$ cat src/rtl/hpdcache_demux_pkg.sv
// Shared helpers for the hpdcache stream demultiplexer.
// The one-hot selector checks work on a fixed-width vector, which caps NOUTPUT at MAX_OUTPUTS.
package hpdcache_demux_pkg;

  localparam int unsigned MAX_OUTPUTS = 32;

  typedef logic [MAX_OUTPUTS-1:0] wide_vec_t;

  function automatic logic is_one_hot(input wide_vec_t v);
    int unsigned cnt;
    cnt = 0;
    for (int unsigned i = 0; i < MAX_OUTPUTS; i++) begin
      if (v[i]) cnt++;
    end
    return (cnt == 1);
  endfunction

  // Index of the highest set bit; only meaningful when is_one_hot() holds.
  function automatic int unsigned one_hot_index(input wide_vec_t v);
    int unsigned idx;
    idx = 0;
    for (int unsigned i = 0; i < MAX_OUTPUTS; i++) begin
      if (v[i]) idx = i;
    end
    return idx;
  endfunction

endpackage

$ cat src/rtl/hpdcache_demux_slot.sv
// Single-entry elastic buffer for one demux output.
// It can accept a new entry while its current entry drains, so there is no bubble.
module hpdcache_demux_slot
  import hpdcache_demux_pkg::*;
#(
  parameter int unsigned DATA_WIDTH = 32
) (
  input  logic                  clk,
  input  logic                  rst_n,
  input  logic                  load,
  input  logic [DATA_WIDTH-1:0] load_data,
  input  logic                  ready,
  output logic                  valid,
  output logic [DATA_WIDTH-1:0] data,
  output logic                  can_load
);

  assign can_load = !valid || ready;

  always_ff @(posedge clk or negedge rst_n) begin
    if (!rst_n) begin
      valid <= 1'b0;
      data  <= '0;
    end else if (load) begin
      valid <= 1'b1;
      data  <= load_data;
    end else if (ready) begin
      valid <= 1'b0;
    end
  end

endmodule

$ cat src/rtl/hpdcache_demux.sv
// Registered valid/ready demultiplexer: one input stream fans out to NOUTPUT buffered outputs.
// Transactions carrying an invalid selector are consumed, dropped and reported on sel_err_o.
module hpdcache_demux
  import hpdcache_demux_pkg::*;
#(
  parameter  int unsigned NOUTPUT     = 2,
  parameter  int unsigned DATA_WIDTH  = 32,
  parameter  bit          ONE_HOT_SEL = 1'b0,
  localparam int unsigned SEL_WIDTH   = ONE_HOT_SEL ? NOUTPUT : $clog2(NOUTPUT)
) (
  input  logic                                clk_i,
  input  logic                                rst_ni,
  input  logic                                in_valid_i,
  output logic                                in_ready_o,
  input  logic [SEL_WIDTH-1:0]                in_sel_i,
  input  logic [DATA_WIDTH-1:0]               in_data_i,
  output logic [NOUTPUT-1:0]                  out_valid_o,
  input  logic [NOUTPUT-1:0]                  out_ready_i,
  output logic [NOUTPUT-1:0][DATA_WIDTH-1:0]  out_data_o,
  output logic                                sel_err_o
);

  localparam int unsigned IDX_WIDTH = $clog2(NOUTPUT);

  typedef logic [DATA_WIDTH-1:0] data_t;
  typedef logic [SEL_WIDTH-1:0]  sel_t;
  typedef logic [IDX_WIDTH-1:0]  idx_t;

  logic         sel_ok;
  idx_t         target;
  logic [NOUTPUT-1:0] load;
  logic [NOUTPUT-1:0] can_load;
  sel_t         sel;
  data_t        data;

  assign sel  = in_sel_i;
  assign data = in_data_i;

  if (ONE_HOT_SEL) begin : g_one_hot
    always_comb begin
      sel_ok = is_one_hot(MAX_OUTPUTS'(sel));
      target = IDX_WIDTH'(one_hot_index(MAX_OUTPUTS'(sel)));
    end
  end else begin : g_binary
    always_comb begin
      sel_ok = (32'(sel) < NOUTPUT);
      target = sel;
    end
  end

  // An invalid selector is always accepted so a bad transaction can never wedge the input.
  assign in_ready_o = sel_ok ? can_load[target] : 1'b1;

  for (genvar k = 0; k < NOUTPUT; k++) begin : g_slot
    assign load[k] = in_valid_i && sel_ok && can_load[k] && (target == IDX_WIDTH'(k));

    hpdcache_demux_slot #(
      .DATA_WIDTH (DATA_WIDTH)
    ) i_slot (
      .clk       (clk_i),
      .rst_n     (rst_ni),
      .load      (load[k]),
      .load_data (data),
      .ready     (out_ready_i[k]),
      .valid     (out_valid_o[k]),
      .data      (out_data_o[k]),
      .can_load  (can_load[k])
    );
  end

  always_ff @(posedge clk_i or negedge rst_ni) begin
    if (!rst_ni) begin
      sel_err_o <= 1'b0;
    end else begin
      sel_err_o <= in_valid_i && !sel_ok;
    end
  end

endmodule

$ cat config.mk
export PLATFORM = sky130hd
export DESIGN_NAME = hpdcache_demux
export DESIGN_NICKNAME = d
export VERILOG_FILES = /design/src/rtl/hpdcache_demux_pkg.sv /design/src/rtl/hpdcache_demux_slot.sv /design/src/rtl/hpdcache_demux.sv
export SDC_FILE = /design/constraint.sdc
export NUM_CORES = 1
export LEC_CHECK = 0
export ABC_AREA = 1
export CAP_MARGIN = 25
export CORE_ASPECT_RATIO = 0.75
export CORE_UTILIZATION = 40
export CTS_CLUSTER_DIAMETER = 200
export DETAILED_ROUTE_END_ITERATION = 6
export GPL_TIMING_DRIVEN = 0
export PLACE_DENSITY = 0.74
export REMOVE_ABC_BUFFERS = 1
export SETUP_SLACK_MARGIN = 0.2
export SYNTH_ARGS = -nofsm -noshare
export SYNTH_HDL_FRONTEND = slang
export SYNTH_SLANG_ARGS = --single-unit
$ cat constraint.sdc
create_clock -name clk_i -period 1.8 [get_ports clk_i]
set_input_delay 0.36 -clock clk_i [delete_from_list [all_inputs] [get_ports clk_i]]
set_output_delay 0.36 -clock clk_i [all_outputs]
set_load 0.01 [all_outputs]
# Yosys cells after proc, flatten, opt, wreduce, memory -nomap -nowiden
# Cells that the tools add are included.
[totals]
output_inout_bits = 68
word_cells = 22
in_bits = 38
reg_bits = 66
[classes]
n_lt_le_gt_ge = 1
n_bitwise = 1
mux = 6
reduce_logical = 10
[ops]
columns = ["cell", "n"]
rows = [
  ["two-way mux 1 bit", 6],
  ["logical AND 1 bit", 4],
  ["nonzero test 2 bit", 2],
  ["logical NOT 1 bit", 2],
  ["logical OR 1 bit", 2],
  ["< comparator 1 x 2 -> 1 bit (second input constant)", 1],
  ["NOT 1 bit", 1],
]

# Logic depth before layout (Yosys ltp)
[depth]
word_depth = 5
ltp_mapped = 6
depth_no_buf = 5

# Modules after synthesis
# A second synthesis with hierarchy kept.
[hier_totals]
cells_unflattened = 290
hier_area_um2 = 2696.3
[by_module_without_submodules]
columns = ["module", "n_inst", "cells_per_inst", "seq_area_each_um2", "area_per_inst_um2"]
rows = [
  ["hpdcache_demux_slot", 2, 140, 825.8, 1326.3],
  ["hpdcache_demux", 1, 10, 0.0, 43.8],
]

# Least setup slack after synthesis
# No wires, ideal clock.
[synth_timing]
path_type = "input to output"
startpoint = "input in_sel_i"
endpoint = "output in_ready_o"
required_time_ns = 1.440
n_path_buf = 2
slack_ns = 0.483
path_stages = 5
arrival_time_ns = 0.957
cell_sequence = "buf_2 -> inv_2 -> buf_2 -> nand2_1 -> nand2_1"
[synth_via]
elab_chain_cells = 2
[synth_lines]
columns = ["item", "line", "rtl"]
rows = [
  ["from (decl)", "hpdcache_demux.sv:15", "input logic [SEL_WIDTH-1:0] in_sel_i,"],
  ["two-way mux 1 bit (not written as such) (2 in a row)", "hpdcache_demux.sv:52", "assign in_ready_o = sel_ok ? can_load[target] : 1'b1;"],
  ["to (decl)", "hpdcache_demux.sv:14", "output logic in_ready_o,"],
]
# Every way passes these cells. The select of a mux whose other input is x is not followed.

# Worst setup path after layout
# Same ends and word-level chain as after synthesis.

==> flow_summary.json <==
{
  "vias_per_cell": 5.25,
  "num_vias": 2539,
  "finalCritPeriodShare": 0.867,
  "routed_wl_um": 8450,
  "finalCriticalPeriod_ns": 1.56,
  "first_iter_violations": 171,
  "start_util": 0.429,
  "syn_inst": 300,
  "overflow": 0,
  "cts_sinks": 66,
  "route.detailed.drc": 10,
  "setup_viol": 0,
  "antenna_found_initial": 0,
  "hpwl_um": 4930,
  "synth.avg_cell_area_um2": 9.31,
  "grt_pass1_wl_um": 13400,
  "ys_seq_area_frac": 0.591,
  "synth_area_leaders": "dfrtp_1, nand2_1, nand4_1",
  "firstDrtPassIters": 6,
  "grt_use_met2": 0.383,
  "violations": "DRC",
  "nets": 436,
  "cts_root_buffer": "clkbuf_8",
  "power_frac_seq": 0.426,
  "yosysMostFrequentCell": "nand2_1",
  "htreeDepth": 3,
  "end_kind": "primary output",
  "pwr-share-clk": 0.342,
  "p_int_uw": 3090,
  "gp_congestion": 0.686,
  "slew_headroom": 0.449,
  "synth_top_area_frac": 0.591,
  "crit_path_start_kind": "input port",
  "swShare": 0.284,
  "diodes": 0,
  "core.rowCount": 25,
  "gr-max-usage-layer": "met2",
  "ant_nets": 0,
  "die_area_um2": 7320,
  "crit_type": "in -> out",
  "cts_tree": "done",
  "status": "finished, violations left",
  "cp_data_arrival_time_ns": 1.20,
  "grt_max_degree": 67,
  "fmax_ghz": 0.641,
  "p_leak_uw": 0.00231,
  "worst_ep_required_time_ns": 1.44,
  "synth_flop_cell": "dfrtp_1",
  "final_cells": 484,
  "met1_usage": 0.339,
  "clockBufferDepth": 2,
  "die_w_um": 98.5,
  "cts_buffers": 9,
  "gr-usage-met3": 0.0808,
  "yosysWarnings": 0,
  "cts.hold.buffers_added": 0,
  "crit_fanout": 35,
  "multi_input_area_um2": 996,
  "cap_viol_max_count": 0,
  "wire_per_inst_um": 17.5,
  "io_pins": 106,
  "ys_types": 11,
  "finalMaxSlewViolations": 0,
  "p_sw_uw": 1230,
  "hold_viol": 0,
  "hp-class": "in -> async",
  "ir_worst_vdd_v": 0.000696,
  "synth-seq-cells": 66,
  "powerDensity_nw_per_um2": 1040,
  "max_slew.worst_pin.slew_ns": 0.827,
  "fillerInstances": 584,
  "seq_area_um2": 1650,
  "async_reset_ff_frac": 1.00,
  "core_area_um2": 6510,
  "rsz0062_at_grt": "true",
  "finalSetupTns_ns": 0,
  "yosys-top-cells-count": "nand2_1, dfrtp_1, nand4_1",
  "worstSkewPairLatency_ns": 0.34,
  "clk_pin_slew_worst_paths_ns": 0.08,
  "syn-cell-area_um2": 2790,
  "yosys.area.top_type": "dfrtp_1",
  "numPlacedInstances": 460,
  "grt_pass1_vias": 2491,
  "synth-edff-count": 0,
  "drive_gt1_frac": 0.0943,
  "fp.dieH_um": 74.4,
  "finalClockSkew_ns": 0.00912,
  "port_buffers": 104,
  "globalRouteTotalUtil": 0.245,
  "combPwrFrac": 0.232,
  "area_growth_pct": 48.8
}
==> metal layers <==
metal,wire length [um],vias to the layer above
met2,3840,105
met5,0,-
met4,28,0
met3,715,5
li1,-,1215
met1,3870,1214
==> power groups by stage <==
stage               sequential (uW)  combinational, uW  clock (uW)
floorplan                      1970                246           0
global placement               1860               1060           0
detailed placement             1870               1110           0
CTS                            1840               1020        1500
global route                   1870               1090        1570
finish                         1840               1000        1480
==> flip-flops by register name, indices dropped and copies added, names as in the netlist <==
signal               cells
g_slot.i_slot.data      64
g_slot.i_slot.valid      2
==> worst paths after layout <==
check	start	end	slack, ns	depth (start not counted)
min in group clk_i	in_sel_i	g_slot[1].i_slot.data[21]	0.40	3
setup / recovery	in_sel_i	in_ready_o	0.24	6
hold / removal	rst_ni	g_slot[1].i_slot.data[21]	0.10	1
hold reg to reg	g_slot[0].i_slot.data[16]	g_slot[0].i_slot.data[16]	0.47	2
setup reg to reg	g_slot[0].i_slot.valid	g_slot[0].i_slot.data[25]	0.36	6
max in group asynchronous	rst_ni	g_slot[0].i_slot.data[16]	1.14	1
==> cell usage in the layout (no fill, tap or decap) <==
cell / n
clkdlybuf4s50_1: 32
inv_12: 1
bufbuf_16: 1
dlygate4sd2_1: 56
buf_4: 7
dfrtp_1: 66
clkbuf_1: 1
bufinv_16: 3
nand3_4: 4
buf_2: 2
dlymetal6s2s_1: 12
nand4_1: 64
nand2_4: 2
clkinv_2: 3
buf_12: 2
nand2_1: 133
conb_1: 1
inv_2: 2
clkbuf_8: 9
buf_16: 2
==> final cells by class <==
class                      count  area share
multi-input combinational    204       0.240
clock inverter                 6      0.0253
timing repair buffer         114       0.277
inverter                       3     0.00572
clock buffer                  10      0.0307
sequential                    66       0.397
tap                           81      0.0244
==> stage by stage <==
stage / area [um^2] / utilization / setup slack, ns / hold slack, ns / total power [uW]
2_1_floorplan: 2600 / - / -0.0569 / 0.0644 / 2220
3_3_place_gp: 3740 / 0.575 / -2.30 / 0.452 / 2920
3_5_place_dp: 3830 / 0.588 / -1.30 / 0.457 / 2980
4_1_cts: 4120 / 0.633 / 0.139 / 0.134 / 4350
5_1_grt: 4160 / 0.639 / 0.185 / 0.151 / 4540
6_report: 4160 / 0.639 / 0.240 / 0.101 / 4320
==> worst max-delay path, cell delays in order <==
cell and delay [ns]:
buf_4 0.19, buf_16 0.19, inv_12 0.17, nand2_1 0.07, nand2_1 0.07, buf_2 0.13
==> cells by family after synthesis <==
family / share of synthesized area
buf+inv: 0.0726
flops: 0.591
other cells: 0.00134
simple gates: 0.335
==> timing repair <==
action	CTS	global route
gates cloned	3	0
pin swaps	3	2
resized for setup	76	18
hold endpoints to repair	0	0
endpoints found under the setup margin	123	24
buffers inserted	5	0
(Power assumes the default switching activity.)
